### src/rtl/pipelined_cla_adder.sv
// pipelined_cla_adder
//   Pipelined WIDTH-bit adder/subtractor. Each pipeline stage evaluates
//   GROUPS_PER_STAGE 4-bit carry-lookahead groups. The ripple carry is
//   registered between stages. Finished sum bits and unused operand bits
//   move forward with it. Latency is NSTAGE = WIDTH/(4*GROUPS_PER_STAGE)
//   cycles. The whole pipe advances together under valid/ready flow control.
//
//   Parameters: WIDTH (multiple of 4*GROUPS_PER_STAGE), GROUPS_PER_STAGE.
//   Optional build macro: PIPELINED_CLA_OVF_EN adds the registered signed
//   overflow output ovf.
//
//   Ports:
//     clk, rst_n        clock, asynchronous active-low reset
//     in_valid/in_ready operand handshake (in_ready = pipe can advance)
//     a, b, cin, sub    operands; sub=1 computes a-b (cin ignored)
//     out_valid/out_ready result handshake
//     sum, cout         result and carry out of the MSB (sub: 1 = no borrow)
//     ovf               signed overflow (only with PIPELINED_CLA_OVF_EN)
module pipelined_cla_adder #(
    parameter int WIDTH            = 16,
    parameter int GROUPS_PER_STAGE = 1
) (
    input  logic             clk,
    input  logic             rst_n,
    input  logic             in_valid,
    output logic             in_ready,
    input  logic [WIDTH-1:0] a,
    input  logic [WIDTH-1:0] b,
    input  logic             cin,
    input  logic             sub,
    output logic             out_valid,
    input  logic             out_ready,
    output logic [WIDTH-1:0] sum,
    output logic             cout
`ifdef PIPELINED_CLA_OVF_EN
    ,
    output logic             ovf
`endif
);
    localparam int GW     = 4 * GROUPS_PER_STAGE;
    localparam int NSTAGE = WIDTH / GW;

    generate
        if ((GROUPS_PER_STAGE < 1) || (WIDTH < GW) || ((WIDTH % GW) != 0)) begin : g_bad_width
            $error("pipelined_cla_adder: WIDTH must be a nonzero multiple of 4*GROUPS_PER_STAGE");
        end
    endgenerate

    // Returns {carry_out, sum[3:0]} of one 4-bit lookahead group.
    function automatic logic [4:0] cla4(input logic [3:0] x, input logic [3:0] y, input logic c0);
        logic [3:0] g;
        logic [3:0] p;
        logic [4:0] c;
        g    = x & y;
        p    = x ^ y;
        c[0] = c0;
        c[1] = g[0] | (p[0] & c0);
        c[2] = g[1] | (p[1] & g[0]) | (p[1] & p[0] & c0);
        c[3] = g[2] | (p[2] & g[1]) | (p[2] & p[1] & g[0]) | (p[2] & p[1] & p[0] & c0);
        c[4] = g[3] | (p[3] & g[2]) | (p[3] & p[2] & g[1]) | (p[3] & p[2] & p[1] & g[0])
             | (p[3] & p[2] & p[1] & p[0] & c0);
        return {c[4], p ^ c[3:0]};
    endfunction

    // Per-stage views: index i is the output of pipeline register i.
    // Stage NSTAGE keeps no operands; res_w[0] is the empty partial sum.
    logic [WIDTH-1:0] opa_w   [0:NSTAGE-1];
    logic [WIDTH-1:0] opb_w   [0:NSTAGE-1];
    logic [WIDTH-1:0] res_w   [0:NSTAGE];
    logic             carry_w [0:NSTAGE];
    logic             valid_w [0:NSTAGE];
    logic             advance;

    assign advance   = ~valid_w[NSTAGE] | out_ready;
    assign in_ready  = advance;
    assign res_w[0]  = '0;

    // Stage 0: operand capture. B is inverted and carry forced to 1 for subtract.
    logic [WIDTH-1:0] a0_reg;
    logic [WIDTH-1:0] b0_reg;
    logic             c0_reg;
    logic             v0_reg;

    always_ff @(posedge clk or negedge rst_n) begin
        if (!rst_n) begin
            a0_reg <= '0;
            b0_reg <= '0;
            c0_reg <= 1'b0;
            v0_reg <= 1'b0;
        end else if (advance) begin
            v0_reg <= in_valid;
            if (in_valid) begin
                a0_reg <= a;
                b0_reg <= b ^ {WIDTH{sub}};
                c0_reg <= sub | cin;
            end
        end
    end

    assign opa_w[0]   = a0_reg;
    assign opb_w[0]   = b0_reg;
    assign carry_w[0] = c0_reg;
    assign valid_w[0] = v0_reg;

    genvar gi, gj;
    generate
        for (gi = 1; gi <= NSTAGE; gi++) begin : g_stage
            localparam int LO = (gi - 1) * GW;

            logic [GROUPS_PER_STAGE:0] gc;
            logic [GW-1:0]             win_sum;
            logic [WIDTH-1:0]          sum_next;
            logic [WIDTH-1:0]          sum_reg;
            logic                      carry_reg;
            logic                      valid_reg;

            assign gc[0] = carry_w[gi-1];

            for (gj = 0; gj < GROUPS_PER_STAGE; gj++) begin : g_grp
                assign {gc[gj+1], win_sum[4*gj +: 4]} =
                    cla4(opa_w[gi-1][LO + 4*gj +: 4], opb_w[gi-1][LO + 4*gj +: 4], gc[gj]);
            end

            // Lower sum bits pass through; this stage fills in its own window.
            always_comb begin
                sum_next          = res_w[gi-1];
                sum_next[LO +: GW] = win_sum;
            end

            always_ff @(posedge clk or negedge rst_n) begin
                if (!rst_n) begin
                    sum_reg   <= '0;
                    carry_reg <= 1'b0;
                    valid_reg <= 1'b0;
                end else if (advance) begin
                    sum_reg   <= sum_next;
                    carry_reg <= gc[GROUPS_PER_STAGE];
                    valid_reg <= valid_w[gi-1];
                end
            end

            assign res_w[gi]   = sum_reg;
            assign carry_w[gi] = carry_reg;
            assign valid_w[gi] = valid_reg;

            if (gi < NSTAGE) begin : g_skew
                logic [WIDTH-1:0] a_reg;
                logic [WIDTH-1:0] b_reg;

                always_ff @(posedge clk or negedge rst_n) begin
                    if (!rst_n) begin
                        a_reg <= '0;
                        b_reg <= '0;
                    end else if (advance) begin
                        a_reg <= opa_w[gi-1];
                        b_reg <= opb_w[gi-1];
                    end
                end

                assign opa_w[gi] = a_reg;
                assign opb_w[gi] = b_reg;
            end else begin : g_last
                // Lower operand bits were consumed by earlier stages.
                logic unused_operands;
                assign unused_operands = ^{opa_w[gi-1], opb_w[gi-1]};
`ifdef PIPELINED_CLA_OVF_EN
                // Carry into the MSB is p_msb ^ sum_msb; overflow is that XOR carry out.
                logic ovf_reg;
                always_ff @(posedge clk or negedge rst_n) begin
                    if (!rst_n) begin
                        ovf_reg <= 1'b0;
                    end else if (advance) begin
                        ovf_reg <= opa_w[gi-1][WIDTH-1] ^ opb_w[gi-1][WIDTH-1]
                                 ^ sum_next[WIDTH-1] ^ gc[GROUPS_PER_STAGE];
                    end
                end
                assign ovf = ovf_reg;
`endif
            end
        end
    endgenerate

    assign sum       = res_w[NSTAGE];
    assign cout      = carry_w[NSTAGE];
    assign out_valid = valid_w[NSTAGE];

endmodule

### config.mk
export PLATFORM = sky130hd
export DESIGN_NAME = pipelined_cla_adder
export DESIGN_NICKNAME = d
export VERILOG_FILES = /design/src/rtl/pipelined_cla_adder.sv
export SDC_FILE = /design/constraint.sdc
export NUM_CORES = 1
export LEC_CHECK = 0
export ABC_AREA = 1
export CAP_MARGIN = 0
export CELL_PAD_IN_SITES_DETAIL_PLACEMENT = 1
export CELL_PAD_IN_SITES_GLOBAL_PLACEMENT = 2
export CORE_MARGIN = 2
export CORE_UTILIZATION = 38
export DETAILED_ROUTE_END_ITERATION = 7
export PLACE_DENSITY_LB_ADDON = 0.08
export SLEW_MARGIN = 25
export SYNTH_ARGS = -nofsm -noshare
export SYNTH_HDL_FRONTEND = slang
export SYNTH_SLANG_ARGS = --single-unit
### constraint.sdc
create_clock -name clk -period 3.4 [get_ports clk]
set_input_delay 0.68 -clock clk [delete_from_list [all_inputs] [get_ports clk]]
set_output_delay 0.68 -clock clk [all_outputs]
set_load 0.05 [all_outputs]
==> run_results.csv, run 1 <==
group,metric,value,unit
cts,htreeDepth,4,
cts,cts_tree,"yes",
critical_path,end_kind,"primary output",
timing,post-route-period-util,66.5,%
floorplanning,pin_count,57,
drt,post-route-drc-count,0,
cts,cts_setup_buffers,0,
drt,firstDrtPassIters,4,
layout,antenna_cells,0,
timing,setup_viol,0,
global_route,grtUsageTotal,16.4,%
cts,cts-root-buf,"clkbuf_16",
placement,port_buffers,56,
drt,vias,4079,
pwr,irDropWorstVdd,412,µV
synthesis,ys_ff_latch,130,
synthesis,syn-num-nets,667,
critical_path,arrival,1.58,ns
floorplanning,std_cell_rows,44,
synthesis,netlist_instances,609,
drt,vias_per_cell,4.74,
critical_path,cpMaxStageDelayCell,"clkdlybuf4s50_1",
placement,dpl.hpwl,7620,µm
floorplanning,start_util,38.5,%
timing,hold_viol,0,
critical_path,crit_chain,"clkdlybuf4s50_1",
global_route,grt_pass1_wl,20400,µm
cts,cts-resized-gates,0,
timing,finClkSkew,0.00483,ns
layout,drive_gt1_share,6.80,%
timing,tns,0,ns
global_route,grt_antenna_before_repair,0,
critical_path,critPathKind,"reg2out",
global_route,grt_pass1_vias,4341,
critical_path,cp_max_fo,2,
layout,area_growth,22.8,%
drt,wirelength,11700,µm
synthesis,yosys_warnings,0,
flow_run,maxCapViolations,0,
synthesis,yosysSeqAreaShare,58.6,%
critical_path,timing.critical_path.buf_inv,1,
layout,nets,722,
run_status,status,"finished, final reports clean",
synthesis,synth_cell_types,21,
global_route,grt_max_degree,100,
synthesis,syn_avg_cell_area,9.11,µm²
critical_path,crit_family,"buffers and inverters",
synthesis,syn-cell-area,0.00555,mm²
timing,period_needed,2.26,ns
pwr,cellPowerDensity,969,mW/mm²
timing,relSlewSlack,39.7,%
critical_path,cp.required,2.72,ns
critical_path,slowest_delay,0.81,ns
cts,cts.path.max_buffers,2,
cts,clk_latency,0.41,ns
cts,clk_pin_slew,0.05,ns
cts,numCtsBuffers,17,
timing,drv_slew,0,
drt,ant_nets,0,
placement,gp_congestion,0.758,
worst_hold_path,hold_path.class,"in2async",
cts,postCtsHoldBufs,0,
floorplanning,die_h,125,µm
timing,timing.fmax,442,MHz
pwr,power,6.60,mW
pwr,leakagePower,3.36,nW
global_route,overflow,0,
floorplanning,die_w,125,µm
drt,routedWlPerCell,13.6,µm
drt,drt_iter0_drc,263,
timing,grt_setup_unrepaired,"no",
critical_path,cp-start-kind,"flip-flop",
floorplanning,fp.dieArea,0.0156,mm²
cts,clock_sinks,130,
floorplanning,fp.coreArea,0.0144,mm²
timing,worst_pin_slew,0.905,ns
area by class of cell:
cell class	instances	area, µm²
fillers	1711	7610
clock buffers	26	519
flip-flops and latches	130	3250
clock inverters	5	25.0
inverters	43	161
well taps	184	230
multi-input cells	408	1990
repair buffers	64	632
path summary, 6_finish.rpt:
check                                                 startpoint                                      end  slack (ns)  cells after the start
worst max-delay path                         sum[11]$_DFFE_PN0N_                                  sum[11]        1.14                      1
worst min register to register  g_stage[1].valid_reg$_DFFE_PN0N_         g_stage[2].valid_reg$_DFFE_PN0N_        0.47                      2
min in group clk                g_stage[1].valid_reg$_DFFE_PN0N_         g_stage[2].valid_reg$_DFFE_PN0N_        0.47                      2
max in group asynchronous                                  rst_n                    b0_reg[1]$_DFFE_PN0P_        2.35                      2
worst min-delay path                                       rst_n  g_stage[2].g_skew.a_reg[14]$_DFFE_PN0N_        0.31                      1
worst max register to register             out_valid$_DFFE_PN0N_        g_stage[2].sum_reg[5]$_DFFE_PN0N_        1.76                      4
logic make-up after synthesis:
logic type | Yosys count | synth area share, %
compound gates | 80 | 7.22
xor+xnor | 20 | 3.16
fa+ha+maj | 20 | 5.05
buf+inv | 71 | 5.41
flops | 130 | 58.6
simple gates | 288 | 20.5
metal layers:
metal,wire length [µm],up-vias,global-route usage (%)
met2,5400,66,26.3
met5,0,-,0
li1,-,2019,-
met3,420,16,4.12
met1,5660,1978,21.4
met4,187,0,6.67
stage by stage:
stage / hold slack (ns) / cells / cell area (µm²) / setup slack [ns] / util (%)
5_1_grt: 0.383 / 860 / 6820 / 1.09 / 47.3
3_3_place_gp: 0.446 / 829 / 6270 / 1.05 / 43.5
2_1_floorplan: 0.384 / 609 / 5550 / 1.33 / -
4_1_cts: 0.470 / 860 / 6810 / 1.11 / 47.2
6_report: 0.314 / 860 / 6820 / 1.14 / 47.3
3_5_place_dp: 0.456 / 829 / 6270 / 0.966 / 43.5
cell usage after synthesis:
cell	number	area share, %
xnor2_1	18	2.8
a21oi_1	4	0.36
fa_1	4	1.4
nor2_4	1	0.20
nand4_1	6	0.68
dfrtp_1	130	59
nor2_1	14	0.95
or2_2	4	0.45
nand2_1	244	17
inv_2	2	0.14
xor2_1	2	0.32
buf_4	4	0.54
inv_1	41	2.8
o21ai_1	9	0.81
clkbuf_1	11	0.74
clkbuf_4	1	0.14
nand2_2	1	0.11
nand3_1	18	1.6
ha_1	16	3.6
buf_2	12	1.1
o21ai_0	67	6.0
cells in the final DEF (no fill, tap or decap), types with 5 or more instances in the layout:
cell / netlist / final
buf_4: 4 / 8
clkbuf_16: 0 / 17
clkbuf_8: 0 / 6
clkdlybuf4s50_1: 0 / 54
clkinv_2: 0 / 5
dfrtp_1: 130 / 130
ha_1: 16 / 16
inv_1: 41 / 41
nand2_1: 244 / 244
nand3_1: 18 / 18
nand4_1: 6 / 6
nor2_1: 14 / 14
o21ai_0: 67 / 67
o21ai_1: 9 / 9
xnor2_1: 18 / 18
power by group:
| group | leakage [nW] | internal, mW | switching, mW |
|---|---|---|---|
| logic | 1.49 | 0.871 | 1.51 |
| clock network | 0.276 | 1.04 | 0.619 |
| registers | 1.60 | 2.22 | 0.352 |
| total | 3.36 | 4.13 | 2.48 |
No activity file was read; power rests on OpenSTA's default activity.
==> inputs of run 2 (changes only) <==
--- a/config.mk
+++ b/config.mk
@@ -10,7 +10,7 @@
 export CELL_PAD_IN_SITES_DETAIL_PLACEMENT = 1
 export CELL_PAD_IN_SITES_GLOBAL_PLACEMENT = 2
 export CORE_MARGIN = 2
-export CORE_UTILIZATION = 38
+export CORE_UTILIZATION = 32
 export DETAILED_ROUTE_END_ITERATION = 7
 export PLACE_DENSITY_LB_ADDON = 0.08
 export SLEW_MARGIN = 25
==> constraint.sdc (replaced) <==
create_clock -name clk -period 1.95 [get_ports clk]
set_input_delay 0.39 -clock clk [delete_from_list [all_inputs] [get_ports clk]]
set_output_delay 0.39 -clock clk [all_outputs]
set_load 0.05 [all_outputs]
==> run_results.csv, run 2 (synthesis results as in run 1) <==
group,metric,value,unit
layout,nets,727,
drt,wirelength,12000,µm
timing,worst_pin_slew,0.489,ns
cts,cts_setup_buffers,0,
timing,hold_viol,0,
global_route,grt_antenna_before_repair,0,
global_route,use_met3,3.07,%
drt,vias,3987,
layout,area_growth,24.3,%
timing,timing.fmax,590,MHz
run_status,status,"finished, final reports clean",
critical_path,cpMaxStageDelayCell,"clkdlybuf4s50_1",
timing,drv_slew,0,
critical_path,r2r-end,"sum[15]$_DFFE_PN0N_",
floorplanning,die_w,136,µm
global_route,grt_use_met2,21.3,%
worst_hold_path,min_to,"g_stage[3].g_skew.a_reg[13]$_DFFE_PN0N_",
placement,gp_congestion,0.702,
drt,drt_iter0_drc,151,
timing,tns,0,ns
global_route,grt_max_degree,100,
cts,cts_tree,"yes",
timing,period_needed,1.70,ns
layout,drive_gt1_share,9.41,%
layout,antenna_cells,0,
critical_path,r2r_start,"g_stage[3].g_skew.a_reg[14]$_DFFE_PN0N_",
critical_path,slowest_delay,0.51,ns
cts,clk_latency,0.41,ns
cts,cts-root-buf,"clkbuf_16",
timing,relSlewSlack,67.4,%
layout,mostFrequentLayoutCells,"nand2_1, dfrtp_1, o21ai_0",
global_route,grtUsageTotal,14.5,%
placement,port_buffers,56,
critical_path,cp_max_fo,5,
drt,routedWlPerCell,13.3,µm
critical_path,critPathKind,"in2out",
floorplanning,fp.dieArea,0.0184,mm²
timing,setup_viol,0,
global_route,grt_pass1_wl,20900,µm
global_route,grt_pass1_vias,4113,
global_route,busiest_layer,"met2",
floorplanning,std_cell_rows,48,
cts,htreeDepth,4,
global_route,use_met1,20.9,%
floorplanning,start_util,32.4,%
cts,clk_pin_slew,0.05,ns
layout,finalNonFillerCells,905,
cts,cts.path.max_buffers,2,
layout,nFillCells,2011,
critical_path,crit_chain,"clkdlybuf4s50_1 > nor2_4 > inv_2 > buf_4",
timing,post-route-period-util,86.9,%
critical_path,timing.critical_path.buf_inv,3,
critical_path,cp.required,1.56,ns
pwr,irDropWorstVdd,862,µV
cts,clock_sinks,130,
critical_path,end_kind,"primary output",
placement,dpl.hpwl,8350,µm
worst_hold_path,whs_path_depth,2,
pwr,cellPowerDensity,1670,mW/mm²
timing,finClkSkew,0.00560,ns
critical_path,arrival,1.31,ns
pwr,leakagePower,3.41,nW
flow_run,maxCapViolations,0,
critical_path,crit_family,"buffers and inverters",
critical_path,rr_worst_depth,7,
layout,final_util,40.3,%
global_route,overflow,0,
placement,pre_cts_ws,0.0921,ns
critical_path,cp-start-kind,"primary input",
worst_hold_path,hold_start,"g_stage[2].g_skew.a_reg[13]$_DFFE_PN0N_",
drt,firstDrtPassIters,4,
floorplanning,fp.coreArea,0.0171,mm²
drt,post-route-drc-count,0,
timing,grt_setup_unrepaired,"no",
drt,ant_nets,0,
timing,setup_ws,0.255,ns
floorplanning,die_h,136,µm
cts,numCtsBuffers,17,
layout,layout_commonest_cell,"nand2_1",
critical_path,reg2reg_setup_slack,0.47,ns
worst_hold_path,hold_path.class,"reg2reg",
placement,placedCellCount,874,
drt,vias_per_cell,4.41,
floorplanning,pin_count,57,
## run 2: changes by cell type in the layout (fill, tap and decap cells not counted)
cell	change
clkbuf_1	+2
clkbuf_8	-5
dlygate4sd3_1	+1
buf_4	+19
bufinv_16	+2
buf_6	-1
buf_12	+3
dlygate4sd2_1	+1
clkdlybuf4s50_1	-18
## run 2: worst max path at each step
stage          slack [ns]  depth (start not counted)                                end                   from
6_report             0.25                          4                           in_ready              out_ready
5_1_grt              0.22                          4                           in_ready              out_ready
4_1_cts              0.24                          4                           in_ready              out_ready
3_5_place_dp         0.09                          6  g_stage[1].sum_reg[2]$_DFFE_PN0N_              out_ready
3_3_place_gp         0.16                          6  g_stage[1].sum_reg[2]$_DFFE_PN0N_              out_ready
2_1_floorplan        0.17                          5                           in_ready  out_valid$_DFFE_PN0N_
## run 2: metal layers
layer	vias up	part of all wire (%)
li1	2038	-
met1	1869	53
met2	61	42
met3	19	2.9
met4	0	1.8
met5	-	0
## run 2: per-stage QoR
| stage | area, µm² | power, mW | hold WS (ns) |
|---|---|---|---|
| 6_report | 6900 | 11.5 | 0.469 |
| 5_1_grt | 6900 | 12.5 | 0.494 |
| 4_1_cts | 6900 | 11.7 | 0.471 |
| 3_5_place_dp | 6340 | 8.71 | 0.390 |
| 3_3_place_gp | 6340 | 8.55 | 0.389 |
| 2_1_floorplan | 5550 | 7.38 | 0.0944 |
## run 2: cell type report
| type | count | area [µm²] | share of cell area, % |
|---|---|---|---|
| clock inverter | 7 | 85.1 | 1.23 |
| timing repair buffer | 69 | 662 | 9.60 |
| tap | 225 | 282 | 4.08 |
| clock buffer | 23 | 458 | 6.64 |
| sequential | 130 | 3250 | 47.2 |
| inverter | 43 | 161 | 2.34 |
| multi-input combinational | 408 | 1990 | 28.9 |
## run 2: report_power, final
| part | total, mW | switching, mW | leakage, nW | internal (mW) |
|---|---|---|---|---|
| Clock | 2.96 | 1.07 | 0.270 | 1.89 |
| Sequential | 4.50 | 0.628 | 1.60 | 3.87 |
| Combinational | 4.07 | 2.59 | 1.54 | 1.48 |
| Total | 11.5 | 4.29 | 3.41 | 7.23 |
## run 2: timing repair
action	CTS	global route
hold endpoints to repair	31	0
resized for setup	1	0
endpoints found under the setup margin	1	0
hold buffers	1	0
## run 2: tightest hold or removal path, delay by kind of cell, from the launching register on
| family | cells | cell delay (ns) |
|---|---|---|
| DFF | 1 | 0.34 |
| and+or+nand+nor | 2 | 0.10 |
